`src/rtl/alu_arbiter_pkg.sv`:
```
// Shared constants for the two-port ALU arbiter: opcodes, response-slot states and defaults.
// Imported by alu_arbiter and rr_arbiter2.
package alu_arbiter_pkg;

  localparam int WIDTH_DEF = 32;
  localparam int CTRLW_DEF = 4;

  localparam logic [3:0] OP_ADD  = 4'b0010;
  localparam logic [3:0] OP_SUB  = 4'b1010;
  localparam logic [3:0] OP_CBZ  = 4'b0111;
  localparam logic [3:0] OP_AND  = 4'b0110;
  localparam logic [3:0] OP_ORR  = 4'b0100;
  localparam logic [3:0] OP_EOR  = 4'b1001;
  localparam logic [3:0] OP_NOR  = 4'b0101;
  localparam logic [3:0] OP_NAND = 4'b1100;
  localparam logic [3:0] OP_MOV  = 4'b1101;

  localparam logic [0:0] ST_EMPTY = 1'b0;
  localparam logic [0:0] ST_FULL  = 1'b1;

  typedef enum logic {
    REQ_EXEC = 1'b0,
    REQ_AGU  = 1'b1
  } req_id_e;

  function automatic logic [1:0] onehotGrant(input logic idx);
    return idx ? 2'b10 : 2'b01;
  endfunction

endpackage

```
`src/rtl/rr_arbiter2.sv`:
```
// Two-way round-robin grant with a registered priority pointer.
// With ALU_ARBITER_LOCK_EN defined, a locked grantee keeps ownership until it releases.
module rr_arbiter2
  import alu_arbiter_pkg::*;
(
  input  logic       clk,
  input  logic       resetN,
  input  logic [1:0] reqValid,
`ifdef ALU_ARBITER_LOCK_EN
  input  logic [1:0] reqLock,
`endif
  input  logic       slotFree,
  output logic [1:0] grant,
  output logic       grantIdx,
  output logic       handshake
);

  logic rrPtr_q, rrPtr_d;
  logic pick;

`ifdef ALU_ARBITER_LOCK_EN
  logic lockActive_q, lockActive_d;
  logic owner_q, owner_d;
`endif

  // A lone requester always wins; contention is settled by the pointer or by a lock owner.
  always_comb begin
    case (reqValid)
      2'b01:   pick = 1'b0;
      2'b10:   pick = 1'b1;
      default: pick = rrPtr_q;
    endcase
`ifdef ALU_ARBITER_LOCK_EN
    if (lockActive_q && reqValid[owner_q]) begin
      pick = owner_q;
    end
`endif
  end

  assign grantIdx  = pick;
  assign grant     = (reqValid == 2'b00) ? 2'b00 : onehotGrant(pick);
  assign handshake = (|reqValid) && slotFree;

  always_comb begin
    rrPtr_d = rrPtr_q;
    if (handshake) begin
      rrPtr_d = ~pick;
    end
  end

`ifdef ALU_ARBITER_LOCK_EN
  // Ownership ends on an unlocked handshake from the owner or when the owner goes idle.
  always_comb begin
    lockActive_d = lockActive_q;
    owner_d      = owner_q;
    if (handshake) begin
      lockActive_d = reqLock[pick];
      owner_d      = pick;
    end else if (lockActive_q && !reqValid[owner_q]) begin
      lockActive_d = 1'b0;
    end
  end

  always_ff @(posedge clk or negedge resetN) begin
    if (!resetN) begin
      lockActive_q <= 1'b0;
      owner_q      <= 1'b0;
    end else begin
      lockActive_q <= lockActive_d;
      owner_q      <= owner_d;
    end
  end
`endif

  always_ff @(posedge clk or negedge resetN) begin
    if (!resetN) begin
      rrPtr_q <= 1'b0;
    end else begin
      rrPtr_q <= rrPtr_d;
    end
  end

endmodule

```
`src/rtl/alu_arbiter.sv`:
```
// Shares one ALU between the execute stage (port 0) and the AGU/branch unit (port 1).
// Result, flags and requester ID are registered; ALU_ARBITER_LOCK_EN adds the reqLock port.
module alu_arbiter
  import alu_arbiter_pkg::*;
#(
  parameter int WIDTH = WIDTH_DEF,
  parameter int CTRLW = CTRLW_DEF
) (
  input  logic             clk,
  input  logic             resetN,
  input  logic [1:0]       reqValid,
  output logic [1:0]       reqReady,
`ifdef ALU_ARBITER_LOCK_EN
  input  logic [1:0]       reqLock,
`endif
  input  logic [CTRLW-1:0] reqControl0,
  input  logic [CTRLW-1:0] reqControl1,
  input  logic [WIDTH-1:0] reqData1_0,
  input  logic [WIDTH-1:0] reqData1_1,
  input  logic [WIDTH-1:0] reqData2_0,
  input  logic [WIDTH-1:0] reqData2_1,
  output logic             respValid,
  input  logic             respReady,
  output logic             respId,
  output logic [WIDTH-1:0] aluResult,
  output logic             overflow,
  output logic             zeroFlag
);

  logic [0:0]       state_q, state_d;
  logic             respId_q, respId_d;
  logic [WIDTH-1:0] result_q, result_d;
  logic             ovf_q, ovf_d;
  logic             zero_q, zero_d;

  logic [1:0]       grant;
  logic             grantIdx;
  logic             handshake;
  logic             slotFree;

  logic [CTRLW-1:0] selCtrl;
  logic [WIDTH-1:0] selA, selB;
  logic [WIDTH:0]   aluOut;

  // Bit WIDTH carries the add carry / subtract borrow; every other opcode leaves it clear.
  function automatic logic [WIDTH:0] aluEval(input logic [CTRLW-1:0] op,
                                             input logic [WIDTH-1:0] a,
                                             input logic [WIDTH-1:0] b);
    logic [WIDTH:0] r;
    r = '0;
    case (op)
      OP_ADD:  r = {1'b0, a} + {1'b0, b};
      OP_SUB:  r = {1'b0, a} - {1'b0, b};
      OP_AND:  r = {1'b0, a & b};
      OP_ORR:  r = {1'b0, a | b};
      OP_EOR:  r = {1'b0, a ^ b};
      OP_NOR:  r = {1'b0, ~(a | b)};
      OP_NAND: r = {1'b0, ~(a & b)};
      OP_MOV:  r = {1'b0, b};
      default: r = '0;
    endcase
    return r;
  endfunction

  assign slotFree = (state_q == ST_EMPTY) || respReady;

  rr_arbiter2 u_arb (
    .clk       (clk),
    .resetN    (resetN),
    .reqValid  (reqValid),
`ifdef ALU_ARBITER_LOCK_EN
    .reqLock   (reqLock),
`endif
    .slotFree  (slotFree),
    .grant     (grant),
    .grantIdx  (grantIdx),
    .handshake (handshake)
  );

  // Held low while in reset so nothing upstream sees an accept that will be discarded.
  assign reqReady = grant & {2{slotFree & resetN}};

  always_comb begin
    selCtrl = grantIdx ? reqControl1 : reqControl0;
    selA    = grantIdx ? reqData1_1  : reqData1_0;
    selB    = grantIdx ? reqData2_1  : reqData2_0;
  end

  assign aluOut = aluEval(selCtrl, selA, selB);

  // A drained slot keeps its last data; only respValid drops.
  always_comb begin
    state_d  = state_q;
    respId_d = respId_q;
    result_d = result_q;
    ovf_d    = ovf_q;
    zero_d   = zero_q;
    if (handshake) begin
      state_d  = ST_FULL;
      respId_d = grantIdx;
      result_d = aluOut[WIDTH-1:0];
      ovf_d    = aluOut[WIDTH];
      if (selCtrl == OP_CBZ) begin
        zero_d = (selB == '0);
      end
    end else if (respReady) begin
      state_d = ST_EMPTY;
    end
  end

  always_ff @(posedge clk or negedge resetN) begin
    if (!resetN) begin
      state_q  <= ST_EMPTY;
      respId_q <= 1'b0;
      result_q <= '0;
      ovf_q    <= 1'b0;
      zero_q   <= 1'b0;
    end else begin
      state_q  <= state_d;
      respId_q <= respId_d;
      result_q <= result_d;
      ovf_q    <= ovf_d;
      zero_q   <= zero_d;
    end
  end

  assign respValid = (state_q == ST_FULL);
  assign respId    = respId_q;
  assign aluResult = result_q;
  assign overflow  = ovf_q;
  assign zeroFlag  = zero_q;

  assert property (@(posedge clk) disable iff (!resetN) $onehot0(reqReady));

  assert property (@(posedge clk) disable iff (!resetN)
    (respValid && !respReady) |=> (respValid && $stable(aluResult) &&
                                   $stable(respId) && $stable(overflow)));

endmodule

```
`config.mk`:
```
export PLATFORM = sky130hd
export DESIGN_NAME = alu_arbiter
export DESIGN_NICKNAME = d
export VERILOG_FILES = /design/src/rtl/alu_arbiter_pkg.sv /design/src/rtl/rr_arbiter2.sv /design/src/rtl/alu_arbiter.sv
export SDC_FILE = /design/constraint.sdc
export NUM_CORES = 1
export LEC_CHECK = 0
export BUFFER_PORTS_ARGS = -buffer_cell sky130_fd_sc_hd__buf_4
export CAP_MARGIN = 20
export CORE_MARGIN = 5
export CORE_UTILIZATION = 56
export DETAILED_ROUTE_END_ITERATION = 10
export HOLD_SLACK_MARGIN = 0.03
export PLACE_DENSITY_LB_ADDON = 0.1
export SLEW_MARGIN = 20
export SYNTH_ARGS = -nofsm -noshare
export SYNTH_HDL_FRONTEND = slang
export SYNTH_SLANG_ARGS = --single-unit
export TNS_END_PERCENT = 10
```
`constraint.sdc`:
```
create_clock -name clk -period 6.25 [get_ports clk]
set_input_delay 0.9375 -clock clk [delete_from_list [all_inputs] [get_ports clk]]
set_output_delay 0.9375 -clock clk [all_outputs]
set_load 0.02 [all_outputs]
```
# After elaboration in Yosys (flattened, before gate mapping)
# Cells that the tools add are included.
# word_totals
regBits	37
wordCells	44
in_bits	141
# op_classes
reduce_logical	7
addsub	2
eq_ne	11
mux	9
bitwise	9
# ops
op	count
33-bit one-hot mux with 8 select lines	1
32-bit two-way mux	2
32-bit NOT	2
32-bit by 32-bit adder with 33-bit output	1
32-bit by 32-bit subtractor with 33-bit output	1
32-bit bitwise AND	1
32-bit logical NOT	1
32-bit OR	1
32-bit XOR	1
4-bit by 3-bit == test with 1-bit output (second input constant)	4
4-bit == test (second input constant)	4
4-bit by 2-bit == test with 1-bit output (second input constant)	1
2-bit two-way mux	2
4-bit two-way mux	1
2-bit bitwise AND	1
2-bit by 1-bit == test with 1-bit output (second input constant)	1
2-bit == test (second input constant)	1
2-bit logical NOT	1
1-bit two-way mux	2
1-bit NOT	2
1-bit one-hot mux with 2 select lines	1
2-bit AND reduction	1
2-bit nonzero test	1
2-bit OR reduction	1
3 further kinds	3

# Longest topological paths before layout
# depth
word_depth	6
depth_mapped	23

# Modules after synthesis
# A second synthesis with hierarchy kept.
# unflattened
hier_cells	1042
hier_area_um2	7558.5
# modules_own_cells
mod	cells_each	area_each_um2	seq_area_each_um2	instances
alu_arbiter	1026	7423.4	900.9	1
rr_arbiter2	16	135.1	25.0	1

# Worst setup path after synthesis
# OpenSTA, ideal clock, no wires.
# synth_path
path_kind	input to register
from	in reqValid[0]
to	reg ovf_q (netlist: overflow)
t_required_ns	6.181
path_stages	20
slack_ns	0.567
arrival_time_ns	5.614
n_path_buf	5
cell_sequence	inv_1 ha_1 mux2i_4 buf_2 buf_2 buf_2 clkbuf_1 clkbuf_1 nand2_1 and2_1 fa_1 nand2b_1 a211oi_1 o21ai_0 o31ai_1 o21ai_0 a211oi_1 o21bai_1 a211o_1 nand3_1
# synth_via
elab_chain_len	5
elab_cells_between_ends	19
# synth_rtl
item	line	source
start, declared	alu_arbiter.sv:11	input logic [1:0] reqValid,
2-bit == test or 2-bit by 1-bit == test with 1-bit output (tied branches)	rr_arbiter2.sv:28	case (reqValid)
1-bit one-hot mux with 2 select lines	rr_arbiter2.sv:28	
32-bit two-way mux (tied with other cells)	alu_arbiter.sv:85	selA = grantIdx ? reqData1_1 : reqData1_0;
32-bit by 32-bit subtractor with 33-bit output (tied with other cells)	alu_arbiter.sv:53	OP_SUB: r = {1'b0, a} - {1'b0, b};
33-bit one-hot mux with 8 select lines	alu_arbiter.sv:51	case (op)
end signal, assigned	alu_arbiter.sv:122	ovf_q <= ovf_d;
end, declared	alu_arbiter.sv:33	logic ovf_q, ovf_d;
# Several ways; a longest one is shown, not always the timed one.
# A chain may end at the register's enable or synchronous reset.

# Final worst setup path
# layout_path
from	in reqValid[0]
to	reg result_q[28] (netlist: aluResult[28])
# layout_via
elab_chain_len	6
elab_cells_between_ends	24
# layout_rtl
item	line	source
parallel branches: the longest is 6 deep, another holds 32-bit by 32-bit subtractor with 33-bit output	n/a	
end signal, assigned	alu_arbiter.sv:121	result_q <= result_d;
end, declared	alu_arbiter.sv:32	logic [WIDTH-1:0] result_q, result_d;
# Parallel ways; which one is timed is not known.

==> metrics.yaml <==
intPower_mw: 1.23
clock-sinks: 37
yosys_warnings: 0
synthesis.nets: 1294
io_buffers: 178
grt_antenna_before_repair: 1
drt-total-wl_mm: 26.8
fin_setup_tns_ps: 0
cp-end-kind: "flop"
place_area_sq_mm: 0.00896
synth_xor_area_frac: 0.0663
netlist_area_sq_mm: 0.00740
clkPwrFrac: 0.132
worst_slack_ps: 504
critPathMaxStageDelay_ps: 510
clkLatencyLatePin_ps: 310
first_pass_iters: 5
fp-row-count: 42
cp.depth: 20
p_sw_mw: 1.22
cts_tree: "done"
start_kind: "input port"
cts_resized: 0
die-area_sq_mm: 0.0156
comb_power_share: 0.728
grt_pass1_vias: 8219
path_delay_family: "compound AO/OA/AOI/OAI gates"
die_width_um: 125
clock_skew_ps: 12.7
hold_buffers: 0
yosysUniqueCellTypes: 72
antennaDiodeCount: 0
final_cell_mix: "204 x buf_4, 169 x nand2_1, 98 x a21oi_1"
path_cells: "buf_4 -> inv_1 -> ha_1 -> mux2i_4 -> mux2i_1 -> inv_2 -> nor4_4 -> and3_2 -> a21boi_2 -> nand2_1 -> o41ai_2 -> xnor2_1 -> ha_1 -> a21oi_1 -> nand3_1 -> a311oi_1 -> a211oi_1 -> nor2_1 -> mux2i_1 -> o211ai_1"
cap_violations: 0
min_period_ps: 5750
grt_pass1_wl_mm: 42.5
wl_per_cell_um: 19.3
cts_buffers: 5
place_ws_ps: 235
finalInstanceArea_sq_mm: 0.00914
grt_overflow: 0
area_delta_synth_final_pct: 23.4
ir_drop_mv: 0.133
n_fill_cell: 1165
dpl.hpwl_mm: 20.0
synth_top_family_by_area: "compound AO/OA/AOI/OAI gates"
gp_congestion: 0.971
fin_nets: 1451
grt_usage: 0.332
cts_max_path_buffers: 2
mostFrequentLayoutCell: "buf_4"
ys_seq_area_frac: 0.125
rsz0062_at_grt: "no"
cts-htree-levels: 2
grt_max_degree: 46
cpMaxStageDelayCell: "mux2i_4"
cellPowerDensity_mw_per_mm2: 268
cts_setup_buffers: 0
arrival_ps: 5890
synth.area.mux_share: 0.0593
io_pins: 179
p_leak_nw: 4.46
synth-compound-area-share: 0.270
clkSlewWorstSetupHoldPaths_ps: 60
hold_depth: 2
vias_per_cell: 6.16
yosys.area_share.simple: 0.247
worst_pin_slew_ps: 1180
ys.flop_type: "dfrtp_1"
status: "finished clean"
yosysTopAreaCell: "ha_1"
multiInputGateArea_sq_mm: 0.00601
seq_area_sq_um: 926
drive_gt1_frac: 0.200
hold_class: "reg -> reg"
crit_type: "in -> reg"
swShare: 0.497
drc: 0
seq_power_share: 0.140
syn_inst: 1055
p_total_mw: 2.45
clockRootBuffer: "clkbuf_16"
slew_headroom: 0.208
start_util: 0.566
hold_viol: 0
synthAdderAreaFrac: 0.167
synthTopCellsByArea: "ha_1 16%, dfrtp_1 13%, nand2_1 8.6%"
synth_top_area_frac: 0.164
die_height_um: 125
fp.coreArea_sq_mm: 0.0131
r2r_cells: 17
synth_edf_count: 0
ys_async_sr_fraction: 1.00
syn_avg_cell_area_sq_um: 7.02
vias: 8556
fmax_mhz: 174
ys_ff_latch: 37
antenna_left: 0
drv_slew: 0
first_iter_violations: 876
finalSetupViolCount: 0
period_share: 0.919
critical_path_buf_inv_count: 3
worstPathMaxFanout: 11
cp_data_required_time_ps: 6390
[metrics by stage]
| stage | utilization | hold WS, ps | instances |
|---|---|---|---|
| floorplan | - | 520 | 1055 |
| global placement | 0.685 | 466 | 1381 |
| detailed placement | 0.685 | 475 | 1381 |
| CTS | 0.698 | 489 | 1389 |
| global route | 0.698 | 499 | 1389 |
| finish | 0.698 | 481 | 1389 |
[Yosys cell counts (10+ instances only)]
master,n
xnor2_1,46
dfrtp_1,37
clkbuf_1,40
and2_1,38
ha_1,97
o22ai_1,14
nor2_1,85
inv_1,70
a21o_1,15
mux2i_1,29
xor2_1,10
a211oi_1,16
nand2_1,169
a221oi_1,19
o21ai_0,56
nand3_1,21
a21oi_1,98
o31ai_1,10
nor3_1,25
[worst paths after layout]
| path | to | startpoint | slack (ps) |
|---|---|---|---|
| min in group asynchronous | aluResult[3]$_DFFE_PN0P_ | resetN | 630 |
| worst min-delay path | aluResult[16]$_DFFE_PN0P_ | aluResult[16]$_DFFE_PN0P_ | 480 |
| max in group asynchronous | aluResult[23]$_DFFE_PN0P_ | resetN | 5230 |
| worst max register to register | aluResult[28]$_DFFE_PN0P_ | u_arb.rrPtr_q$_DFFE_PN0P_ | 1260 |
| worst min register to register | aluResult[16]$_DFFE_PN0P_ | aluResult[16]$_DFFE_PN0P_ | 480 |
| worst max-delay path | aluResult[28]$_DFFE_PN0P_ | reqValid[0] | 500 |
[metal layers]
metal / track usage / routed length [um]
met5: 0 / 17
met4: 0.124 / 886
met3: 0.0746 / 2880
met2: 0.514 / 11700
met1: 0.452 / 11300
[kinds of logic after synthesis]
logic type      after synthesis
mux                          40
compound gates              303
xor+xnor                     56
simple gates                394
buf+inv                     127
fa+ha+maj                    98
flops                        37
[power groups by stage]
| stage | registers [mW] | logic, mW | clock network [mW] |
|---|---|---|---|
| floorplan | 0.415 | 1.15 | 0 |
| global placement | 0.345 | 1.73 | 0 |
| detailed placement | 0.345 | 1.75 | 0 |
| CTS | 0.341 | 1.76 | 0.323 |
| global route | 0.348 | 1.96 | 0.333 |
| finish | 0.342 | 1.78 | 0.323 |
[registers in the layout, summed over array words and instances, names as in the netlist]
register / flops
u_arb.rrPtr_q: 1
aluResult: 32
overflow: 1
respValid: 1
respId: 1
zeroFlag: 1
[area by class of cell]
| class | count | share of cell area |
|---|---|---|
| clock buffers | 6 | 0.0152 |
| inverters | 73 | 0.0300 |
| multi-input cells | 891 | 0.658 |
| repair buffers | 204 | 0.168 |
| clock inverters | 2 | 0.00411 |
| flip-flops and latches | 37 | 0.101 |
| well taps | 176 | 0.0241 |
[worst register-to-register path, cell delays in order (launching register included)]
cell and delay, ps:
dfrtp_1 420, mux2i_4 430, mux2i_1 480, inv_2 120
nor4_4 310, and3_2 340, a21boi_2 250, nand2_1 120
o41ai_2 270, xnor2_1 110, ha_1 390, a21oi_1 310
nand3_1 150, a311oi_1 370, a211oi_1 180, nor2_1 270
mux2i_1 220, o211ai_1 90
No activity file was read; power rests on OpenSTA's default activity.
